File: config.mk
export PLATFORM = sky130hd
export DESIGN_NAME = display_seven_seg
export DESIGN_NICKNAME = d
export VERILOG_FILES = /design/src/rtl/display_seven_seg.sv
export SDC_FILE = /design/constraint.sdc
export NUM_CORES = 1
export LEC_CHECK = 0
export ABC_AREA = 1
export BUFFER_PORTS_ARGS = -buffer_cell sky130_fd_sc_hd__buf_2
export CAP_MARGIN = 0
export CELL_PAD_IN_SITES_DETAIL_PLACEMENT = 1
export CELL_PAD_IN_SITES_GLOBAL_PLACEMENT = 1
export CORE_MARGIN = 2
export CORE_UTILIZATION = 32
export CTS_CLUSTER_DIAMETER = 150
export DETAILED_ROUTE_END_ITERATION = 16
export PLACE_DENSITY_LB_ADDON = 0.08
export SLEW_MARGIN = 20
export SYNTH_ARGS = -nofsm -noshare
export SYNTH_HDL_FRONTEND = slang
export SYNTH_SLANG_ARGS = --single-unit
File: constraint.sdc
create_clock -name clock -period 0.9 [get_ports clock]
set_input_delay 0.09 -clock clock [delete_from_list [all_inputs] [get_ports clock]]
set_output_delay 0.09 -clock clock [all_outputs]
set_load 0.01 [all_outputs]
File: src/rtl/display_seven_seg.sv
// display_seven_seg: single-digit 7-segment driver for a 3-digit display.
// Decodes a hex nibble to segments a..g plus decimal point and selects one
// of three digit enables. Both output buses are registered (1-cycle latency).
module display_seven_seg #(
    parameter bit SEG_ACTIVE_LOW = 1'b1,
    parameter bit EN_ACTIVE_LOW  = 1'b1
) (
    input  logic       clock,
    input  logic       reset,
    input  logic       dp_in,
    input  logic [1:0] en_in,
    input  logic [3:0] display_in,
    output logic [7:0] segment_out,
    output logic [2:0] enable_out
);

    // Blank values: every segment off, no digit enabled, in output polarity.
    localparam logic [7:0] SEG_BLANK = SEG_ACTIVE_LOW ? 8'hFF : 8'h00;
    localparam logic [2:0] EN_BLANK  = EN_ACTIVE_LOW  ? 3'b111 : 3'b000;

    logic [6:0] glyph;      // lit = 1, bits g..a
    logic [7:0] seg_lit;    // lit = 1, dp in bit 7
    logic [2:0] en_lit;     // enabled = 1
    logic [7:0] seg_next;
    logic [2:0] en_next;

    // Hex nibble to active-high segment pattern.
    always_comb begin
        glyph = '0;
        unique case (display_in)
            4'h0: glyph = 7'h3F;
            4'h1: glyph = 7'h06;
            4'h2: glyph = 7'h5B;
            4'h3: glyph = 7'h4F;
            4'h4: glyph = 7'h66;
            4'h5: glyph = 7'h6D;
            4'h6: glyph = 7'h7D;
            4'h7: glyph = 7'h07;
            4'h8: glyph = 7'h7F;
            4'h9: glyph = 7'h6F;
            4'hA: glyph = 7'h77;
            4'hB: glyph = 7'h7C;
            4'hC: glyph = 7'h39;
            4'hD: glyph = 7'h5E;
            4'hE: glyph = 7'h79;
            4'hF: glyph = 7'h71;
        endcase
    end

    // Digit select and blanking, then apply output polarity per bus.
    always_comb begin
        seg_lit = {dp_in, glyph};
        en_lit  = '0;
        unique case (en_in)
            2'd0: en_lit = 3'b001;
            2'd1: en_lit = 3'b010;
            2'd2: en_lit = 3'b100;
            2'd3: begin
                en_lit  = '0;
                seg_lit = '0;   // index 3 blanks segments regardless of value/dp
            end
        endcase
        seg_next = SEG_ACTIVE_LOW ? ~seg_lit : seg_lit;
        en_next  = EN_ACTIVE_LOW  ? ~en_lit  : en_lit;
    end

    // Output registers; reset blanks the display and has priority.
    always_ff @(posedge clock) begin
        if (reset) begin
            segment_out <= SEG_BLANK;
            enable_out  <= EN_BLANK;
        end else begin
            segment_out <= seg_next;
            enable_out  <= en_next;
        end
    end

endmodule

# == Yosys cells after proc, flatten, opt, wreduce, memory -nomap -nowiden ==
# Memories as Yosys holds them, arrays and structs flattened.
# Index checks and enable logic that the tools add are counted.
# classes
mux,2
bitwise,2
eq_ne,3
n_reduce_logical,1
# op_table
operator,n
$pmux W3 S4,1
$mux W8,1
$not A8 Y8,1
$eq A2 B2 Y1 const B,2
$not A3 Y3,1
$eq A2 B1 Y1 const B,1
$logic_not A2 Y1,1
# totals
n_memories,1
romBits,112
input_bits,9
ff_bits,11
# mem_list
memory,words,width,read_ports,rd_clocked_by_memory_dff,wr,line_no,rtl
(name not given),16,7,1,0,0,30,unique case (display_in)

# == Longest topological paths before layout ==
# Gate-level depths: netlist (run 1).
# depth
word_depth,3
mapped_depth,6
mapped_depth_nobuf,6

# == Worst setup path after synthesis (run 1) ==
# OpenSTA, ideal clock, no wires.
# synth_path
path_type,input-to-reg
start,input port display_in[0]
end,register segment_out[3]
path_buffers,0
stages,5
setup_ps,60
arrival_time_ps,708
setup_slack_ps,132
required_ps,840
path_cell_list,inv_1 > ha_1 > o21ai_2 > nand2_2 > nand3_2
# synth_between
elab_chain_cells,3
# synth_lines
item,line_no,rtl
start: declaration,12,"input logic [3:0] display_in,"
$mem_v2 Z16 W7,-,
$mux W8,54,unique case (en_in)
$not A8 Y8,63,seg_next = SEG_ACTIVE_LOW ? ~seg_lit : seg_lit;
end signal: assignment,73,segment_out <= seg_next;
end: declaration,13,"output logic [7:0] segment_out,"
# Every way passes these cells.
# A chain may end at the register's enable or synchronous reset.

# == Worst setup path in the final report (run 1) ==
# layout_path
start,register segment_out[6]
end,output port segment_out[6]
# No word-level cell between the ends.

==> impl_metrics.csv, run 1 <==
group,metric,value,unit
sta,worst_pin_slew,0.1709,ns
setup_path,end_kind,"output port",
detailed_routing,post_drt_via_cell_ratio,4.630,
sta,fmaxAchievable,1278,MHz
finish,leading_cell_type_in_the_layout_fill_and_taps_excluded,"sky130_fd_sc_hd__buf_2",
detailed_routing,sum_of_routed_wire_length_over_all_layers,1205,um
setup_path,crit_path_start_kind,"register",
placed_design,dp_hpwl,958.6,um
synth,ys_ff_latch,11,
global_route,vias_in_the_first_global_route,481,
power,p_seq_share,49.4,%
floorplan,io_pins,20,
clock_network,cts_hold_buf,1,
setup_path,critical-path-top-delay-family,"flip-flops",
power,power_report.internal_total,0.0007766,W
power,clkPwrFrac,30.9,%
global_route,initial_antenna_violation_count,0,
floorplan,die_w,45.05,um
clock_network,ctsLongestPathBuffers,2,
setup_path,critical_path_required,0.81,ns
setup_path,cp_slowest_stage_delay,0.31,ns
floorplan,die_h,45.05,um
power,static-leakage-power,0.3415,nW
synth,synth_nets,82,
setup_path,cp_data_arrival_time,0.69,ns
sta,finalSetupViolations,0,
synth,synth.top_cell.area_share,40.84,%
placed_design,io_buffer_count,19,
clock_network,tritoncts.num_buffers,3,
detailed_routing,post_drt_wl_per_cell,11.16,um
detailed_routing,vias,500,
sta,post-route-min-period,0.7826,ns
sta,whs,0.02131,ns
power,power.ir.vdd_worst,0.0005170,V
finish,post_route_cells_drive_above_1_share,34.78,%
setup_path,timing.setup.critical_path_class,"reg2out",
finish,area_delta_synth_final,28.77,%
synth,yosysUniqueCellTypes,13,
clock_network,tritoncts,"built",
clock_network,ctsResizeCount,0,
setup_path,critical_path.cell_chain,"buf_2",
power,netSwitchingFraction,27.02,%
floorplan,core_region_area,0.001541,mm^2
global_route,grt_overflow_total,0,
floorplan,design.die.area,0.002030,mm^2
synth,synth_area_leaders,"sky130_fd_sc_hd__dfxtp_1, sky130_fd_sc_hd__ha_1, sky130_fd_sc_hd__nand3_1",
floorplan,floorplan.rows,14,
placed_design,gpl.final_weighted_congestion,0.7759,
synth,mappedNetlistArea,539.3,um^2
synth,cell_type_contributing_the_most_total_cell_area_after_synthesis,"sky130_fd_sc_hd__dfxtp_1",
job,maxCapViolCount,0,
global_route,grt_start_max_net_pins,10,
floorplan,initial_core_util,34.98,%
synth,number_of_warnings_reported_in_the_yosys_synthesis_log,0,
detailed_routing,drt_iter0_markers,3,
sta,timing.final.hold_violations,0,
clock_network,cts.root.buffer_cell,"sky130_fd_sc_hd__clkbuf_4",
global_route,grt_pass1_wl,2028,um
detailed_routing,drc,0,
clock_network,cts_setup_buffers,0,
hold_path,hp-class,"in2reg",
finish,utilization,45.05,%
finish,net_count_of_the_finished_layout,108,
finish,most_frequent_cells_in_the_layout,"sky130_fd_sc_hd__buf_2, sky130_fd_sc_hd__nand3_1, sky130_fd_sc_hd__nand2_1",
sta,final_critical_path_setup_slack,0.1174,ns
sta,grt_setup_unrepaired,"no",
synth,post_synth_inst_count,67,
placed_design,post-place-ws,-0.07174,ns
outcome,run_status,"finished, final reports clean",
power,p_comb_share,19.7,%
finish,finalInstanceArea,694.4,um^2
setup_path,crit_slowest_cell,"sky130_fd_sc_hd__dfxtp_1",
setup_path,timing.critical_path.to,"segment_out[6]",
setup_path,critical_path.startpoint,"segment_out[6]",
finish,antenna-diode-count,0,
sta,maxSlewHeadroom,88.56,%
placed_design,area_after_dpl,658.1,um^2
clock_network,htree_num_levels,1,
setup_path,worstPathMaxFanout,1,
power,cellPowerDensity,1532,mW/mm^2
clock_network,clkTransAtPathRegs,0.07,ns
setup_path,count_of_buffering_cells_on_the_critical_path_with_inverters_included,1,
sta,timing.setup.tns,0,ns
power,netSwitchingPower,0.0002875,W
synth,synth.yosys.seq_area_share,40.84,%
detailed_routing,route.antenna.remaining_nets,0,
clock_network,cts.sink_count,11,
detailed_routing,drtPass1Iterations,3,
sta,layout_worst_path_cycle_share,86.96,%
synth,avgSynthCellArea,8.049,um^2
setup_path,cp.depth,1,
sta,maxSlewViolCount,0,
global_route,grt_util_all_layers,14.12,%
[cell usage after synthesis]
cell type	number
sky130_fd_sc_hd__a21oi_2	1
sky130_fd_sc_hd__buf_6	1
sky130_fd_sc_hd__dfxtp_1	11
sky130_fd_sc_hd__ha_1	6
sky130_fd_sc_hd__inv_1	6
sky130_fd_sc_hd__inv_2	2
sky130_fd_sc_hd__nand2_1	13
sky130_fd_sc_hd__nand2_2	3
sky130_fd_sc_hd__nand3_1	14
sky130_fd_sc_hd__nand3_2	1
sky130_fd_sc_hd__nor2_1	6
sky130_fd_sc_hd__o211ai_1	2
sky130_fd_sc_hd__o21ai_2	1
[registers in the layout, summed over array words and instances (netlist names)]
register / cells
enable_out: 3
segment_out: 8
[worst min path at each step]
stage | startpoint | to | slack, ns | depth (start not counted)
after floorplan | en_in[0] | enable_out[1] | 0.16 | 1
after global placement | dp_in | segment_out[7] | 0.26 | 2
after detailed placement | dp_in | segment_out[7] | 0.27 | 2
after CTS | en_in[0] | enable_out[1] | 0.01 | 2
after global routing | en_in[0] | enable_out[1] | 0.03 | 2
final | en_in[0] | enable_out[1] | 0.02 | 2
[through the flow]
| stage | total power, W | std cells |
|---|---|---|
| after CTS | 0.001089 | 108 |
| final | 0.001064 | 108 |
| after floorplan | 0.0006593 | 67 |
| after detailed placement | 0.0007473 | 103 |
| after global placement | 0.0007453 | 103 |
| after global routing | 0.001140 | 108 |
[power groups by stage]
| stage | Clock [W] | Combinational [W] | Sequential [W] |
|---|---|---|---|
| 6_report | 0.000329 | 0.000209 | 0.000526 |
| 5_1_grt | 0.000372 | 0.000239 | 0.000528 |
| 4_1_cts | 0.000349 | 0.000214 | 0.000526 |
| 3_5_place_dp | 0 | 0.000209 | 0.000538 |
| 3_3_place_gp | 0 | 0.000209 | 0.000536 |
| 2_1_floorplan | 0 | 0.000102 | 0.000557 |
[final cells by class]
type / count / area, um^2
multi-input cells: 47 / 277.8
well taps: 16 / 20.02
repair buffers: 22 / 120.1
fillers: 214 / 847.1
clock buffers: 4 / 26.28
flip-flops and latches: 11 / 220.2
inverters: 8 / 30.03
[per-layer routing]
metal	vias to the layer above	global-route usage, %	share of wire (%)
met5	-	0	0
met4	0	10.59	1.7
met3	2	2.400	5.9
met2	15	22.86	47
met1	219	16.50	45
li1	264	-	-
[kinds of logic (layout without fill, tap and decap cells)]
family | after synthesis | in the layout | share of synthesized area, %
AO/OA/AOI/OAI | 4 | 4 | 6.032
flip-flops | 11 | 11 | 40.84
AND/OR/NAND/NOR | 37 | 37 | 31.56
buffers and inverters | 9 | 34 | 7.657
adder cells (fa/ha/maj) | 6 | 6 | 13.92
Note: power is estimated with default switching activity, not from simulation.
==> run 2: changes to the inputs <==
- CORE_ASPECT_RATIO: unset -> 1.2
==> run 2 against run 1 <==
- critical path depth did not move
- global-route usage fell by 1.3 points
- largest cell class unchanged
- critical path type unchanged
- maximum frequency rose by 0.84%
- routed wire length fell by 6.9%
==> impl_metrics.csv, run 2 (synthesis gave the netlist of run 1 again) <==
group,metric,value,unit
detailed_routing,drtPass1Iterations,2,
floorplan,initial_core_util,33.67,%
hold_path,hp-class,"in2reg",
sta,fmaxAchievable,1289,MHz
global_route,gr-max-usage-layer,"met2",
floorplan,die_h,48.97,um
detailed_routing,drc,0,
global_route,grt_util_met3,2.222,%
detailed_routing,route.antenna.remaining_nets,0,
setup_path,critical_path.cell_chain,"buf_2",
setup_path,cp_data_arrival_time,0.69,ns
sta,whs,0.03220,ns
clock_network,cts_hold_buf,1,
placed_design,io_buffer_count,19,
setup_path,worstPathMaxFanout,1,
sta,maxSlewHeadroom,87.01,%
finish,most_frequent_cells_in_the_layout,"sky130_fd_sc_hd__buf_2, sky130_fd_sc_hd__nand3_1, sky130_fd_sc_hd__nand2_1",
detailed_routing,post_drt_via_cell_ratio,4.727,
global_route,grt_start_max_net_pins,10,
power,fin_total_pwr,0.001050,W
power,power.ir.vdd_worst,0.0004131,V
floorplan,io_pins,20,
detailed_routing,sum_of_routed_wire_length_over_all_layers,1122,um
finish,leading_cell_type_in_the_layout_fill_and_taps_excluded,"sky130_fd_sc_hd__buf_2",
placed_design,dp_hpwl,961.2,um
clock_network,tritoncts,"built",
clock_network,cts.root.buffer_cell,"sky130_fd_sc_hd__clkbuf_4",
setup_path,critical_path.startpoint,"segment_out[3]",
setup_path,count_of_buffering_cells_on_the_critical_path_with_inverters_included,1,
finish,post_route_cells_drive_above_1_share,34.78,%
power,static-leakage-power,0.3415,nW
sta,grt_setup_unrepaired,"no",
clock_network,htree_num_levels,1,
setup_path,cp_slowest_stage_delay,0.31,ns
clock_network,cts.sink_count,11,
sta,finalSetupViolations,0,
clock_network,clkTransAtPathRegs,0.06,ns
floorplan,floorplan.rows,16,
sta,layout_worst_path_cycle_share,86.23,%
detailed_routing,post_drt_wl_per_cell,10.20,um
setup_path,timing.critical_path.to,"segment_out[3]",
setup_path,crit_slowest_cell,"sky130_fd_sc_hd__dfxtp_1",
setup_path,crit_path_start_kind,"register",
hold_path,whs_path_depth,2,
finish,largest_registers,"segment_out x8, enable_out x3",
sta,maxSlewViolCount,0,
power,cellPowerDensity,1507,mW/mm^2
placed_design,place_inst,105,
finish,net_count_of_the_finished_layout,108,
clock_network,ctsResizeCount,0,
setup_path,critical_path_required,0.81,ns
global_route,grt_overflow_total,0,
clock_network,cts_setup_buffers,0,
finish,biggest_register,"segment_out",
finish,utilization,43.52,%
sta,worst_pin_slew,0.1942,ns
job,maxCapViolCount,0,
global_route,vias_in_the_first_global_route,500,
finish,largest_reg_flops,8,
placed_design,gpl.final_weighted_congestion,0.7443,
floorplan,core_region_area,0.001602,mm^2
setup_path,critical-path-top-delay-family,"flip-flops",
detailed_routing,vias,520,
setup_path,cp.depth,1,
global_route,met1_usage,14.12,%
finish,filler_free_cell_count_of_the_finished_design,110,
global_route,grt_pass1_wl,2042,um
finish,area_delta_synth_final,29.23,%
outcome,run_status,"finished, final reports clean",
clock_network,tritoncts.num_buffers,3,
sta,post-route-min-period,0.7761,ns
finish,antenna-diode-count,0,
global_route,grt_util_all_layers,12.79,%
sta,timing.final.hold_violations,0,
clock_network,ctsLongestPathBuffers,2,
floorplan,die_w,41.48,um
floorplan,design.die.area,0.002031,mm^2
global_route,initial_antenna_violation_count,0,
setup_path,end_kind,"output port",
setup_path,timing.setup.critical_path_class,"reg2out",
global_route,groute.layer.met2.usage,21.35,%
detailed_routing,drt_iter0_markers,3,
run 2: cell counts in the layout (fill, tap and decap cells not counted):
Identical to the previous run, type by type.
run 2: how the worst min path moves through the flow:
stage	from	slack [ns]	end
floorplan	en_in[0]	0.16	enable_out[1]
global placement	dp_in	0.26	segment_out[7]
detailed placement	dp_in	0.26	segment_out[7]
CTS	en_in[0]	0.02	enable_out[1]
global route	en_in[0]	0.03	enable_out[1]
finish	en_in[0]	0.03	enable_out[1]
run 2: cell type report:
type | count | area (um^2)
multi-input cells | 47 | 277.8
fillers | 216 | 904.6
repair buffers | 22 | 120.1
flip-flops and latches | 11 | 220.2
clock buffers | 4 | 26.28
inverters | 8 | 30.03
well taps | 18 | 22.52
run 2: layer usage:
metal	share of wire (%)	vias to the layer above	routed length [um]
met3	5.0	2	56
met4	1.5	0	17
met2	51	15	577
met5	0	-	0
li1	-	266	-
met1	42	237	470
run 2: per-stage QoR:
| stage | cell area, um^2 | setup slack (ns) | TNS [ns] |
|---|---|---|---|
| floorplan | 539.3 | 0.1316 | 0 |
| global placement | 660.6 | -0.05312 | -0.1232 |
| detailed placement | 660.6 | -0.06523 | -0.1709 |
| CTS | 696.9 | 0.1059 | 0 |
| global route | 696.9 | 0.06729 | 0 |
| finish | 696.9 | 0.1239 | 0 |
run 2: power breakdown:
part	total, W	internal (W)	switching [W]
sequential	0.000526	0.000520	0.00000622
clock	0.000315	0.000171	0.000144
combinational	0.000209	0.0000862	0.000123
total	0.00105	0.000777	0.000273
